`src/rtl/csr_trap_unit_if.sv`:
```
// CSR access bus between the XB pipeline stage and csr_trap_unit.
//   master : XB stage; drives the instruction slot and CSR operation fields,
//            receives registered read data and the illegal-CSR flag.
//   slave  : csr_trap_unit.
// Signals:
//   XB_bubble                               XB slot holds no instruction
//   csr_read/csr_write/csr_set/csr_clear    CSR operation of the XB instruction
//   csr_imm                                 operand is uimm, else d_rs1
//   csr_addr[11:0]                          CSR address
//   a_rd[4:0]                               destination register
//   uimm[4:0]                               rs1/uimm field
//   d_rs1[31:0]                             rs1 value
//   data_out[31:0]                          CSR read data, one cycle after access
//   csr_illegal                             unimplemented CSR accessed (combinational)
interface csr_trap_unit_if;
  logic        XB_bubble;
  logic        csr_read;
  logic        csr_write;
  logic        csr_set;
  logic        csr_clear;
  logic        csr_imm;
  logic [11:0] csr_addr;
  logic [4:0]  a_rd;
  logic [4:0]  uimm;
  logic [31:0] d_rs1;
  logic [31:0] data_out;
  logic        csr_illegal;

  modport master (
    output XB_bubble, csr_read, csr_write, csr_set, csr_clear, csr_imm,
           csr_addr, a_rd, uimm, d_rs1,
    input  data_out, csr_illegal
  );

  modport slave (
    input  XB_bubble, csr_read, csr_write, csr_set, csr_clear, csr_imm,
           csr_addr, a_rd, uimm, d_rs1,
    output data_out, csr_illegal
  );
endinterface

```
`src/rtl/csr_trap_unit.sv`:
```
// Machine-mode CSR and trap unit beside the XB stage.
// Holds the M-mode trap CSRs and 64-bit cycle/instret counters, captures
// NUM_IRQ local interrupt lines (level or rising-edge per line) plus the
// machine timer, and arbitrates interrupts against synchronous exceptions.
// Ports:
//   clk, resetb        clock, asynchronous active-low reset
//   xb                 CSR access bus (slave side), see csr_trap_unit_if
//   XB_pc[29:0]        PC[31:2] of the XB instruction
//   exc_valid/cause/tval  upstream synchronous exception
//   mret               XB instruction is mret
//   irq_mtimer         machine timer compare level
//   irq_ext            local interrupt lines, line i -> cause/mie/mip bit 16+i
//   trap_take, trap_pc trap this cycle and its handler target (combinational)
//   mret_pc            {mepc[31:2],2'b00}
//   irq_pending        |(mie & mip), independent of mstatus.MIE
module csr_trap_unit #(
  parameter int unsigned  NUM_IRQ       = 4,
  parameter logic [15:0]  IRQ_EDGE_MASK = '0,
  parameter logic [31:0]  RESET_MTVEC   = 32'h4,
  parameter bit           VECTORED_EN   = 1'b1
) (
  input  logic               clk,
  input  logic               resetb,
  csr_trap_unit_if.slave     xb,
  input  logic [29:0]        XB_pc,
  input  logic               exc_valid,
  input  logic [3:0]         exc_cause,
  input  logic [31:0]        exc_tval,
  input  logic               mret,
  input  logic               irq_mtimer,
  input  logic [NUM_IRQ-1:0] irq_ext,
  output logic               trap_take,
  output logic [31:0]        trap_pc,
  output logic [31:0]        mret_pc,
  output logic               irq_pending
);

  localparam logic [NUM_IRQ-1:0] EDGE = IRQ_EDGE_MASK[NUM_IRQ-1:0];

  localparam logic [11:0] A_MSTATUS  = 12'h300;
  localparam logic [11:0] A_MISA     = 12'h301;
  localparam logic [11:0] A_MIE      = 12'h304;
  localparam logic [11:0] A_MTVEC    = 12'h305;
  localparam logic [11:0] A_MSCRATCH = 12'h340;
  localparam logic [11:0] A_MEPC     = 12'h341;
  localparam logic [11:0] A_MCAUSE   = 12'h342;
  localparam logic [11:0] A_MTVAL    = 12'h343;
  localparam logic [11:0] A_MIP      = 12'h344;
  localparam logic [11:0] A_MCYCLE   = 12'hB00;
  localparam logic [11:0] A_MINSTRET = 12'hB02;
  localparam logic [11:0] A_MCYCLEH  = 12'hB80;
  localparam logic [11:0] A_MINSTRETH= 12'hB82;

  // architectural state
  logic               mst_mie, mst_mpie;
  logic               mie_mtie;
  logic [NUM_IRQ-1:0] mie_ext;
  logic [NUM_IRQ-1:0] irq_pend, irq_hist;
  logic [29:0]        mtvec_base;
  logic               mtvec_mode;
  logic [31:0]        mscratch;
  logic [29:0]        mepc;
  logic [31:0]        mcause, mtval;
  logic [63:0]        mcycle, minstret;

  // datapath
  logic               v, any_op, csr_hit, wr_en, retire, do_mret;
  logic [31:0]        operand, rdata, wdata;
  logic [31:0]        mip_word, mie_word, mstatus_word;
  logic [NUM_IRQ-1:0] mip_ext, en_ext, rise, mip_clr;
  logic               mti, int_req;
  logic [4:0]         int_cause;
  logic [31:0]        trap_cause;
  logic [63:0]        mcycle_nx, minstret_nx;

  assign v       = ~xb.XB_bubble;
  assign any_op  = xb.csr_read | xb.csr_write | xb.csr_set | xb.csr_clear;
  assign operand = xb.csr_imm ? {27'b0, xb.uimm} : xb.d_rs1;

  // Edge lines report the sticky pending bit, level lines the live input.
  assign mip_ext = (irq_pend & EDGE) | (irq_ext & ~EDGE);
  assign rise    = irq_ext & ~irq_hist;

  always_comb begin
    mip_word    = '0;
    mie_word    = '0;
    mip_word[7] = irq_mtimer;
    mie_word[7] = mie_mtie;
    for (int unsigned i = 0; i < NUM_IRQ; i++) begin
      mip_word[16+i] = mip_ext[i];
      mie_word[16+i] = mie_ext[i];
    end
  end

  assign mstatus_word = {19'b0, 2'b11, 3'b0, mst_mpie, 3'b0, mst_mie, 3'b0};

  always_comb begin
    rdata   = '0;
    csr_hit = 1'b0;
    case (xb.csr_addr)
      12'hF11, 12'hF12, 12'hF13, 12'hF14: csr_hit = 1'b1;
      A_MISA:      begin csr_hit = 1'b1; rdata = 32'h4000_0100;               end
      A_MSTATUS:   begin csr_hit = 1'b1; rdata = mstatus_word;                end
      A_MIE:       begin csr_hit = 1'b1; rdata = mie_word;                    end
      A_MIP:       begin csr_hit = 1'b1; rdata = mip_word;                    end
      A_MTVEC:     begin csr_hit = 1'b1; rdata = {mtvec_base, 1'b0, mtvec_mode}; end
      A_MSCRATCH:  begin csr_hit = 1'b1; rdata = mscratch;                    end
      A_MEPC:      begin csr_hit = 1'b1; rdata = {mepc, 2'b00};               end
      A_MCAUSE:    begin csr_hit = 1'b1; rdata = mcause;                      end
      A_MTVAL:     begin csr_hit = 1'b1; rdata = mtval;                       end
      A_MCYCLE:    begin csr_hit = 1'b1; rdata = mcycle[31:0];                end
      A_MCYCLEH:   begin csr_hit = 1'b1; rdata = mcycle[63:32];               end
      A_MINSTRET:  begin csr_hit = 1'b1; rdata = minstret[31:0];              end
      A_MINSTRETH: begin csr_hit = 1'b1; rdata = minstret[63:32];             end
      default: begin
        // unimplemented hpm counters/events and mcountinhibit read as zero
        if (xb.csr_addr[11:4] inside {8'hB0, 8'hB1, 8'hB8, 8'hB9, 8'h32, 8'h33})
          csr_hit = 1'b1;
      end
    endcase
  end

  assign xb.csr_illegal = v & any_op & ~csr_hit;

  // interrupt arbitration: MTI first, then lowest-numbered local line
  assign mti         = mie_mtie & irq_mtimer;
  assign en_ext      = mie_ext & mip_ext;
  assign irq_pending = mti | (|en_ext);
  assign int_req     = mst_mie & irq_pending;

  always_comb begin
    logic found;
    int_cause = 5'd7;
    found     = mti;
    for (int unsigned i = 0; i < NUM_IRQ; i++) begin
      if (!found && en_ext[i]) begin
        int_cause = 5'(16 + i);
        found     = 1'b1;
      end
    end
  end

  assign trap_take  = v & (int_req | exc_valid | xb.csr_illegal);
  assign trap_cause = int_req   ? {1'b1, 26'b0, int_cause} :
                      exc_valid ? {28'b0, exc_cause}       : 32'd2;
  assign trap_pc    = (mtvec_mode && int_req) ?
                      {mtvec_base, 2'b00} + {25'b0, int_cause, 2'b00} :
                      {mtvec_base, 2'b00};
  assign mret_pc    = {mepc, 2'b00};

  // a trapping instruction neither writes CSRs, retires, nor returns
  assign wr_en   = v & ~trap_take &
                   (xb.csr_write | ((xb.csr_set | xb.csr_clear) & (xb.uimm != '0)));
  assign wdata   = xb.csr_write ? operand :
                   xb.csr_set   ? (rdata | operand) : (rdata & ~operand);
  assign retire  = v & ~trap_take;
  assign do_mret = v & mret & ~trap_take;

  // write/clear of mip can only lower edge-pending bits; a same-cycle rising
  // edge wins because rise is OR-ed in after the clear
  assign mip_clr = (wr_en && xb.csr_addr == A_MIP) ? ~wdata[16 +: NUM_IRQ] : '0;

  assign mcycle_nx   = mcycle + 64'd1;
  assign minstret_nx = minstret + 64'd1;

  always_ff @(posedge clk or negedge resetb) begin
    if (!resetb) begin
      mst_mie     <= 1'b0;
      mst_mpie    <= 1'b0;
      mie_mtie    <= 1'b0;
      mie_ext     <= '0;
      irq_pend    <= '0;
      irq_hist    <= '0;
      mtvec_base  <= RESET_MTVEC[31:2];
      mtvec_mode  <= 1'b0;
      mscratch    <= '0;
      mepc        <= '0;
      mcause      <= '0;
      mtval       <= '0;
      mcycle      <= '0;
      minstret    <= '0;
      xb.data_out <= '0;
    end else begin
      irq_hist <= irq_ext;
      irq_pend <= ((irq_pend & ~mip_clr) | rise) & EDGE;

      if (v && xb.csr_read && xb.a_rd != '0)
        xb.data_out <= rdata;

      if (trap_take) begin
        mepc     <= XB_pc;
        mst_mpie <= mst_mie;
        mst_mie  <= 1'b0;
        mcause   <= trap_cause;
        mtval    <= (int_req || !exc_valid) ? '0 : exc_tval;
      end else if (do_mret) begin
        mst_mie  <= mst_mpie;
        mst_mpie <= 1'b1;
      end else if (wr_en) begin
        case (xb.csr_addr)
          A_MSTATUS: begin
            mst_mie  <= wdata[3];
            mst_mpie <= wdata[7];
          end
          A_MIE: begin
            mie_mtie <= wdata[7];
            mie_ext  <= wdata[16 +: NUM_IRQ];
          end
          A_MTVEC: begin
            mtvec_base <= wdata[31:2];
            if (wdata[1:0] == 2'b00)
              mtvec_mode <= 1'b0;
            else if (wdata[1:0] == 2'b01)
              mtvec_mode <= VECTORED_EN;
          end
          A_MSCRATCH: mscratch <= wdata;
          A_MEPC:     mepc     <= wdata[31:2];
          A_MCAUSE:   mcause   <= wdata;
          A_MTVAL:    mtval    <= wdata;
          default: ;
        endcase
      end

      if (wr_en && xb.csr_addr == A_MCYCLE)  mcycle[31:0]  <= wdata;
      else                                   mcycle[31:0]  <= mcycle_nx[31:0];
      if (wr_en && xb.csr_addr == A_MCYCLEH) mcycle[63:32] <= wdata;
      else                                   mcycle[63:32] <= mcycle_nx[63:32];

      if (wr_en && xb.csr_addr == A_MINSTRET)       minstret[31:0]  <= wdata;
      else if (retire)                              minstret[31:0]  <= minstret_nx[31:0];
      if (wr_en && xb.csr_addr == A_MINSTRETH)      minstret[63:32] <= wdata;
      else if (retire)                              minstret[63:32] <= minstret_nx[63:32];
    end
  end

endmodule

```
`src/flat_wrapper.sv`:
```
// flat-port wrapper written by rule: the top's interface ports become plain ports
module csr_trap_unit_flat 
#(
  parameter int unsigned  NUM_IRQ       = 4,
  parameter logic [15:0]  IRQ_EDGE_MASK = '0,
  parameter logic [31:0]  RESET_MTVEC   = 32'h4,
  parameter bit           VECTORED_EN   = 1'b1
)
  (clk, resetb, XB_pc, exc_valid, exc_cause, exc_tval, mret, irq_mtimer, irq_ext, trap_take, trap_pc, mret_pc, irq_pending, xb_XB_bubble, xb_csr_read, xb_csr_write, xb_csr_set, xb_csr_clear, xb_csr_imm, xb_csr_addr, xb_a_rd, xb_uimm, xb_d_rs1, xb_data_out, xb_csr_illegal);
  csr_trap_unit_if xb_i ();
  input  logic clk;
  input  logic resetb;
  input  logic [29:0] XB_pc;
  input  logic exc_valid;
  input  logic [3:0] exc_cause;
  input  logic [31:0] exc_tval;
  input  logic mret;
  input  logic irq_mtimer;
  input  logic [NUM_IRQ-1:0] irq_ext;
  output logic trap_take;
  output logic [31:0] trap_pc;
  output logic [31:0] mret_pc;
  output logic irq_pending;
  input wire logic [$bits(xb_i.XB_bubble)-1:0] xb_XB_bubble;
  input wire logic [$bits(xb_i.csr_read)-1:0] xb_csr_read;
  input wire logic [$bits(xb_i.csr_write)-1:0] xb_csr_write;
  input wire logic [$bits(xb_i.csr_set)-1:0] xb_csr_set;
  input wire logic [$bits(xb_i.csr_clear)-1:0] xb_csr_clear;
  input wire logic [$bits(xb_i.csr_imm)-1:0] xb_csr_imm;
  input wire logic [$bits(xb_i.csr_addr)-1:0] xb_csr_addr;
  input wire logic [$bits(xb_i.a_rd)-1:0] xb_a_rd;
  input wire logic [$bits(xb_i.uimm)-1:0] xb_uimm;
  input wire logic [$bits(xb_i.d_rs1)-1:0] xb_d_rs1;
  output wire logic [$bits(xb_i.data_out)-1:0] xb_data_out;
  output wire logic [$bits(xb_i.csr_illegal)-1:0] xb_csr_illegal;
  assign xb_i.XB_bubble = xb_XB_bubble;
  assign xb_i.csr_read = xb_csr_read;
  assign xb_i.csr_write = xb_csr_write;
  assign xb_i.csr_set = xb_csr_set;
  assign xb_i.csr_clear = xb_csr_clear;
  assign xb_i.csr_imm = xb_csr_imm;
  assign xb_i.csr_addr = xb_csr_addr;
  assign xb_i.a_rd = xb_a_rd;
  assign xb_i.uimm = xb_uimm;
  assign xb_i.d_rs1 = xb_d_rs1;
  assign xb_data_out = xb_i.data_out;
  assign xb_csr_illegal = xb_i.csr_illegal;
  csr_trap_unit #(.NUM_IRQ(NUM_IRQ), .IRQ_EDGE_MASK(IRQ_EDGE_MASK), .RESET_MTVEC(RESET_MTVEC), .VECTORED_EN(VECTORED_EN)) u_core (.clk(clk), .resetb(resetb), .xb(xb_i), .XB_pc(XB_pc), .exc_valid(exc_valid), .exc_cause(exc_cause), .exc_tval(exc_tval), .mret(mret), .irq_mtimer(irq_mtimer), .irq_ext(irq_ext), .trap_take(trap_take), .trap_pc(trap_pc), .mret_pc(mret_pc), .irq_pending(irq_pending));
endmodule
```
`config.mk`:
```
export PLATFORM = sky130hd
export DESIGN_NAME = csr_trap_unit_flat
export DESIGN_NICKNAME = d
export VERILOG_FILES = /design/src/rtl/csr_trap_unit_if.sv /design/src/rtl/csr_trap_unit.sv /design/src/flat_wrapper.sv
export SDC_FILE = /design/constraint.sdc
export NUM_CORES = 1
export LEC_CHECK = 0
export BUFFER_PORTS_ARGS = -buffer_cell sky130_fd_sc_hd__buf_2
export CAP_MARGIN = 15
export CORE_ASPECT_RATIO = 1.5
export CORE_UTILIZATION = 40
export CTS_CLUSTER_DIAMETER = 200
export DETAILED_ROUTE_END_ITERATION = 8
export SYNTH_ARGS = -nofsm -noshare
export SYNTH_HDL_FRONTEND = slang
export SYNTH_SLANG_ARGS = --single-unit
```
`constraint.sdc`:
```
create_clock -name clk -period 4.23 [get_ports clk]
set_clock_uncertainty 0.05 [all_clocks]
set_input_delay 0.2115 -clock clk [delete_from_list [all_inputs] [get_ports clk]]
set_output_delay 0.2115 -clock clk [all_outputs]
set_load 0.02 [all_outputs]
```
## Word level (Yosys, flattened, before mapping)

Index checks and enable logic that the tools add are counted.

| storage, ports and cells | value |
|---|---|
| flip-flop bits (word level) | 324 |
| input port bits | 135 |
| output and inout bits | 99 |
| word-level logic and storage cells | 153 |

| operators by class | value |
|---|---|
| add/sub/neg operators | 3 |
| equal/unequal tests | 25 |
| multiplexer cells | 45 |
| bitwise logic cells | 26 |
| reduce and logical (&&, ||, !) cells | 40 |

Operators by type and width:

| operator | number |
|---|---|
| 32-bit 2-to-1 mux | 20 |
| 32-bit one-hot mux with 13 select lines | 1 |
| 64-bit by 1-bit adder with 64-bit output, second input constant | 2 |
| 30-bit 2-to-1 mux | 4 |
| 12-bit by 10-bit equality test with 1-bit output, second input constant | 9 |
| 12-bit equality test, second input constant | 8 |
| 32-bit by 7-bit adder with 32-bit output | 1 |
| 32-bit bitwise AND | 1 |
| 8-bit equality test, second input constant | 4 |
| 32-bit NOT | 1 |
| 32-bit OR | 1 |
| 5-bit 2-to-1 mux | 4 |
| 17-bit OR reduction | 1 |
| 8-bit by 6-bit equality test with 1-bit output, second input constant | 2 |
| 1-bit 2-to-1 mux | 15 |
| 2-bit nonzero test | 7 |
| 4-bit AND reduction | 3 |
| 1-bit logical AND | 11 |
| 1-bit bitwise AND | 10 |
| 5-bit nonzero test | 2 |
| 3-bit AND reduction | 3 |
| 1-bit OR | 8 |
| 3-bit nonzero test | 2 |
| 6-bit nonzero test | 1 |
| other kinds (11) | 18 |

## Logic depth before layout (Yosys ltp)

Gate-level depths: netlist of run 1.

| logic depth | value |
|---|---|
| depth in word-level cells | 15 |
| depth in mapped cells | 12 |
| mapped depth without buffers | 12 |

## Worst setup path before layout of run 1

Ideal clock, no wire load.

| timing | value |
|---|---|
| kind | flip-flop to output port |
| start | register u_core.mie_ext[1] |
| end | output port trap_pc[31] |
| arrival | 2.832 ns |
| data required time | 3.968 ns |
| path slack | 1.137 ns |
| cell stages (with the launch flop) | 12 |
| buffers on the path | 1 |
| path through | dfrtp_1 a22oi_1 nand2_1 nand2_1 inv_1 ha_1 nand2_1 o21ai_0 or3b_2 clkbuf_1 or4_1 xnor2_1 |

| on the way | value |
|---|---|
| word-level cells in the longest chain between the ends | 11 |
| elaborated cells between the ends (all ways) | 17 |
| those cells by class | 1 x add/sub; 6 x mux; 3 x bitwise; 7 x reduce/logical |

Ends and longest elaborated chain:

| item | RTL line | source |
|---|---|---|
| start, declared | csr_trap_unit.sv:57 | `logic [NUM_IRQ-1:0] mie_ext;` |
| start signal, assigned | csr_trap_unit.sv:207 | `mie_ext <= wdata[16 +: NUM_IRQ];` |
| 4-bit bitwise AND * | csr_trap_unit.sv:127 | `assign en_ext = mie_ext & mip_ext;` |
| 1-bit logical AND | csr_trap_unit.sv:136 | `if (!found && en_ext[i]) begin` |
| 1-bit 2-to-1 mux | csr_trap_unit.sv:136 |  |
| 1-bit zero test | csr_trap_unit.sv:136 |  |
| 1-bit logical AND | csr_trap_unit.sv:136 |  |
| 1-bit 2-to-1 mux | csr_trap_unit.sv:136 |  |
| 1-bit zero test | csr_trap_unit.sv:136 |  |
| 1-bit logical AND | csr_trap_unit.sv:136 |  |
| 5-bit 2-to-1 mux | csr_trap_unit.sv:136 |  |
| 32-bit by 7-bit adder with 32-bit output | csr_trap_unit.sv:147 | `{mtvec_base, 2'b00} + {25'b0, int_cause, 2'b00} :` |
| 32-bit 2-to-1 mux * | csr_trap_unit.sv:146 | `assign trap_pc = (mtvec_mode && int_req) ?` |
| end, declared | flat_wrapper.sv:21 | `output logic [31:0] trap_pc;` |

Every way passes the cells marked *; elsewhere a longest branch is shown, timed or not.

## Worst setup path in the final report of run 1

Ends and elaborated chain as after synthesis.

==> results.toml, run 1 <==
[finish]
final_area_mm2 = 0.0250
fillers = 4947
area_delta_synth_final_pct = 19.4
seq_area_mm2 = 0.00811
fin_cells = 3210
final_layout_size_suffix_gt1_frac = 0.196
nets = 2644
multi_input_area_mm2 = 0.0119

[power_and_ir_drop]
powerDensity_mw_per_mm2 = 332
combPwrFrac = 0.164
power_frac_seq = 0.424
irDropWorstVdd_uv = 270
p_sw_mw = 2.51
swShare = 0.301
internal-power_mw = 5.81
power_frac_clock = 0.411
p_total_mw = 8.31
p_leak_nw = 10.6

[detailed_routing]
drc_errors = 0
first_iter_violations = 2211
avgRoutedWirePerCell_um = 30.6
first_pass_iters = 8
postRouteAntennaNets = 0
vias_per_cell = 6.67
drt-total-wl_um = 98100
num_vias = 21400

[placed_design]
hpwl_um = 73700
io_buffers = 229
place_inst = 3075
place_area_mm2 = 0.0231
gp_congestion = 1.03
place_ws_ps = 704

[die]
die_w_um = 189
core_mm2 = 0.0517
rows = 102
initial_utilization = 0.406
dieHeight_um = 282
dieArea_mm2 = 0.0533
io_pins = 234

[grt]
grt_pass1_wl_um = 143000
first_global_vias = 21000
grt_max_degree = 105
grt_overflow = 0
grt_usage = 0.366
antenna_found_initial = 11

[clock_tree]
root_buffer = "clkbuf_16"
cts_buffers = 37
clkLatencyLatePin_ps = 560
cts_max_path_buffers = 3
cts_setup_buffers = 0
clock_sink_count = 324
h-tree-depth = 2
cts_tree = "yes"
clk_pin_slew_ps = 70

[worst_setup_path]
crit_chain = "a22oi_2 -> nand2_1 -> nand2_1 -> inv_1 -> ha_1 -> nand2_1 -> o21ai_0 -> or3b_2 -> or4_1 -> xnor2_1 -> buf_2"
timing.rr.start = "u_core.minstret[26]$_DFFE_PN0P_"
cp-startpoint = "u_core.mie_ext[1]$_DFFE_PN0P_"
critPathSlowestCell = "or3b_2"
cpPeakStageDelay_ps = 640
crit_type = "reg2out"
crit_top_cell = "nand2_1"
start_kind = "register"
crit_path_max_fanout = 5
critPathArrivalTime_ps = 3800
crit_path_end_kind = "output port"
required_ps = 3970

[timing]
hold_viol = 0
min_period_ps = 4060
worst_slack_ps = 166
worst_pin_slew_ps = 1230
slew_violations = 0
slew_headroom = 0.181
period_share = 0.961
finalSetupViolCount = 0
rsz0062_at_grt = "no"
fmaxAchievable_mhz = 246
setup_tns_ps = 0

[job]
max_cap_violations = 0

[logic_synthesis]
ys_top_cells_by_count = "dfrtp_1 (323), nand2_1 (166), mux2i_1 (128), nor2_1 (128), o21ai_0 (117)"
synth.avg_cell_area_um2 = 9.33
synth-async-reset-ratio = 1.00
yosysTopAreaCell = "dfrtp_1"
syn_area_mm2 = 0.0210
synth-edff-count = 0
synth_seq_cells = 324
ys_types = 105
synth_area_leaders = "dfrtp_1 (39%), mux2i_1 (6.1%), nand2_1 (3.0%), xnor2_1 (2.9%), a221oi_1 (2.9%)"
ys.flop_type = "dfrtp_1"
ys.warnings.count = 0
synth.top_cell.area_share = 0.386
yosysMostFrequentCell = "dfrtp_1"
yosysSeqAreaShare = 0.387
synthesis.instances = 2246

[status]
status = "finished, final reports clean"

[worst_hold_path]
min_from = "mret"
hold_path.class = "in2reg"
## state kept, by name, indices dropped and copies added, names as in the netlist
name / flops
u_core.mie_mtie: 1
u_core.mtval: 32
u_core.mepc: 30
u_core.mcycle: 64
u_core.mtvec_base: 30
u_core.mst_mie: 1
u_core.mcause: 32
u_core.mie_ext: 4
u_core.xb.data_out: 32
u_core.minstret: 64
u_core.mtvec_mode: 1
u_core.mscratch: 32
u_core.mst_mpie: 1
## final timing paths
kind,end,slack (ps),cells past startpoint
max,trap_pc[31],170,11
min,u_core.mst_mie$_DFFE_PN0P_,30,3
max reg2reg,u_core.minstret[63]$_DFFE_PN0P_,1050,7
min reg2reg,u_core.xb.data_out[12]$_DFFE_PN0P_,420,2
max in group asynchronous,u_core.mcycle[60]$_DFF_PN0_,2720,3
min in group asynchronous,u_core.mepc[1]$_DFFE_PN0P_,260,2
## worst max-delay path, delay by kind of cell (launching register included)
family | cells | cell delay (ps)
and+or+nand+nor | 5 | 1440
AOI/OAI and AO/OA | 2 | 640
DFF | 1 | 450
adders and majority gates | 1 | 310
buffers and inverters | 2 | 260
xor gates and xnor gates | 1 | 160
## what timing repair did
item / in CTS / in global routing
setup endpoints to repair: 0 / 1
hold buffers: 64 / 0
hold endpoints to repair: 163 / 0
gates resized for setup: 0 / 2
## placed cells by master (no fill, tap or decap), types with 70 or more instances in the layout
cell     count
buf_2      227
nand3_1     75
mux2i_1    128
xnor2_1     70
buf_4       96
o21ai_0    116
dfrtp_1    323
a21oi_1     75
nor2_1     127
nand2_1    166
## final cells by class
type,count,share of cell area
inverter,68,0.0102
timing repair buffer,398,0.108
clock buffer,55,0.0438
clock inverter,12,0.00610
sequential,324,0.324
multi-input combinational,1673,0.474
tap,676,0.0338
antenna,4,0.000400
## power groups by stage
stage               clock network (mW)  registers, mW  logic (mW)
finish                            3.42           3.53        1.37
global route                      3.55           3.54        1.44
CTS                               3.44           3.51        1.34
detailed placement                   0           3.57        1.29
global placement                     0           3.56        1.27
floorplan                            0           3.56       0.675
## per-stage QoR
stage / hold slack (ps) / util
2_1_floorplan: -134 / -
3_3_place_gp: 285 / 0.447
3_5_place_dp: 288 / 0.447
4_1_cts: 9.56 / 0.484
5_1_grt: 36.8 / 0.484
6_report: 31.2 / 0.484
## per-layer routing
metal	share of wire	global-route usage
met4	0.073	0.230
met2	0.47	0.608
met3	0.083	0.0628
met1	0.37	0.440
met5	0.00084	0
## logic make-up after synthesis
family,synth area share
AND/OR/NAND/NOR,0.194
other,0.000179
buffers and inverters,0.0541
flip-flops,0.387
AO/OA/AOI/OAI,0.232
multiplexers,0.0907
XOR/XNOR,0.0376
adder cells (fa/ha/maj),0.00454
Note: power is estimated with default switching activity, not from simulation.
==> run 2, diff against run 1 <==
==> constraint.sdc (replaced) <==
create_clock -name clk -period 5.1 [get_ports clk]
set_clock_uncertainty 0.05 [all_clocks]
set_input_delay 0.255 -clock clk [delete_from_list [all_inputs] [get_ports clk]]
set_output_delay 0.255 -clock clk [all_outputs]
set_load 0.02 [all_outputs]
==> results.toml, run 2 (synthesis results as in run 1) <==
[worst_setup_path]
crit_type = "reg2out"
crit_chain = "a22oi_1 -> nand2_1 -> nand2_1 -> inv_1 -> ha_1 -> nand2_1 -> o21ai_0 -> or3b_2 -> or4_1 -> xnor2_1 -> buf_2"
worst-path-buf-inv = 2
crit_path_max_fanout = 5
cpPeakStageDelay_ps = 640
start_kind = "register"
crit_top_cell = "nand2_1"
critPathSlowestCell = "or3b_2"
critPathArrivalTime_ps = 3940
crit_path_end_kind = "output port"
crit_family = "simple AND/OR/NAND/NOR gates"
required_ps = 4800

[clock_tree]
root_buffer = "clkbuf_16"
cts_max_path_buffers = 3
h-tree-depth = 2
cts_buffers = 37
clk_pin_slew_ps = 60
cts_tree = "yes"
clock_sink_count = 324
clkLatencyLatePin_ps = 560

[die]
die_w_um = 189
rows = 102
dieArea_mm2 = 0.0533
initial_utilization = 0.406
io_pins = 234
core_mm2 = 0.0517
dieHeight_um = 282

[finish]
layout_common_cells = "dfrtp_1 (323), buf_2 (227), nand2_1 (166)"
final_common_cell = "dfrtp_1"
area_delta_synth_final_pct = 17.7
final_layout_size_suffix_gt1_frac = 0.189
fillers = 4891
fin_cells = 3172
largestRegisters = "u_core.mcycle (64), u_core.minstret (64)"
nets = 2607

[timing]
slew_headroom = 0.121
hold_viol = 0
min_period_ps = 4250
finalSetupViolCount = 0
setup_tns_ps = 0
rsz0062_at_grt = "no"
slew_violations = 0
period_share = 0.832
worst_pin_slew_ps = 1310
fmaxAchievable_mhz = 236

[detailed_routing]
vias_per_cell = 6.78
drc_errors = 0
first_iter_violations = 2899
avgRoutedWirePerCell_um = 30.4
drt-total-wl_um = 96400
postRouteAntennaNets = 0
first_pass_iters = 8
num_vias = 21500

[grt]
grt_usage = 0.357
grt_overflow = 0
antenna_found_initial = 5
first_global_vias = 20600
grt_max_degree = 149
grt_pass1_wl_um = 140000

[placed_design]
io_buffers = 229
place_inst = 3045
gp_congestion = 1.04
hpwl_um = 71500

[power_and_ir_drop]
powerDensity_mw_per_mm2 = 280
irDropWorstVdd_uv = 267
p_leak_nw = 10.4
p_total_mw = 6.91

[status]
status = "finished, final reports clean"

[worst_hold_path]
hold_path.class = "in2reg"

[job]
max_cap_violations = 0
run 2: cell count changes in the layout (fill, tap and decap cells not counted), moves of 2 or more:
cell	previous run	this run
a22oi_2	2	0
clkinvlp_4	4	1
a22oi_1	18	20
buf_6	0	2
dlygate4sd3_1	64	55
buf_12	10	4
buf_4	96	72
clkbuf_1	10	6
clkbuf_8	6	8
clkinv_2	3	8
run 2: worst min-delay path, cell delays in order:
cell and delay [ps]:
buf_2 80, a221oi_1 70, a2bb2oi_1 150
run 2: layout make-up:
type | instances | area, µm² | share of cell area
Timing Repair Buffer | 361 | 2340 | 0.0950
Clock buffer | 53 | 1110 | 0.0449
Inverter | 68 | 255 | 0.0103
Multi-Input combinational cell | 1673 | 11800 | 0.480
Clock inverter | 14 | 155 | 0.00629
Tap cell | 676 | 846 | 0.0343
Antenna cell | 3 | 7.51 | 0.000304
Sequential cell | 324 | 8110 | 0.329
run 2: routing by layer:
metal	GRT usage	vias to the layer above	routed length, µm
li1	-	9050	-
met1	0.431	10600	35000
met2	0.575	1488	44400
met3	0.0610	397	8580
met4	0.263	6	8300
met5	0	-	43
run 2: metrics by stage:
stage | worst slack [ps] | cell area, µm² | hold slack [ps] | util
6_report | 855 | 24700 | 5.78 | 0.477
5_1_grt | 717 | 24700 | 7.88 | 0.477
4_1_cts | 881 | 24600 | 0.691 | 0.477
3_5_place_dp | 1170 | 22800 | 236 | 0.442
3_3_place_gp | 1170 | 22800 | 238 | 0.442
2_1_floorplan | 1960 | 21000 | -90.6 | -
run 2: timing repair:
| action | in CTS | in global routing |
|---|---|---|
| resized for setup | 0 | 0 |
| hold endpoints to repair | 125 | 0 |
| buffers inserted | 0 | 0 |
| hold buffers | 55 | 0 |
run 2: path summary, 6_finish.rpt:
| kind | cells past startpoint | slack [ps] | endpoint | startpoint |
|---|---|---|---|---|
| worst max-delay path | 11 | 850 | trap_pc[31] | u_core.mie_ext[0]$_DFFE_PN0P_ |
| worst min-delay path | 3 | 6 | u_core.mtval[4]$_DFFE_PN0P_ | exc_tval[4] |
| worst max register to register | 8 | 1520 | u_core.mcycle[14]$_DFF_PN0_ | u_core.mie_ext[0]$_DFFE_PN0P_ |
| worst min register to register | 2 | 420 | u_core.xb.data_out[12]$_DFFE_PN0P_ | u_core.xb.data_out[12]$_DFFE_PN0P_ |
| max in group asynchronous | 3 | 3390 | u_core.xb.data_out[26]$_DFFE_PN0P_ | resetb |
| min in group asynchronous | 2 | 230 | u_core.mepc[2]$_DFFE_PN0P_ | resetb |
run 2: power breakdown:
group | total (mW) | internal, mW | leakage, nW | switching, mW
clock network | 2.87 | 1.67 | 0.628 | 1.20
logic | 1.11 | 0.416 | 5.72 | 0.697
registers | 2.93 | 2.74 | 4.08 | 0.192
total | 6.91 | 4.82 | 10.4 | 2.09
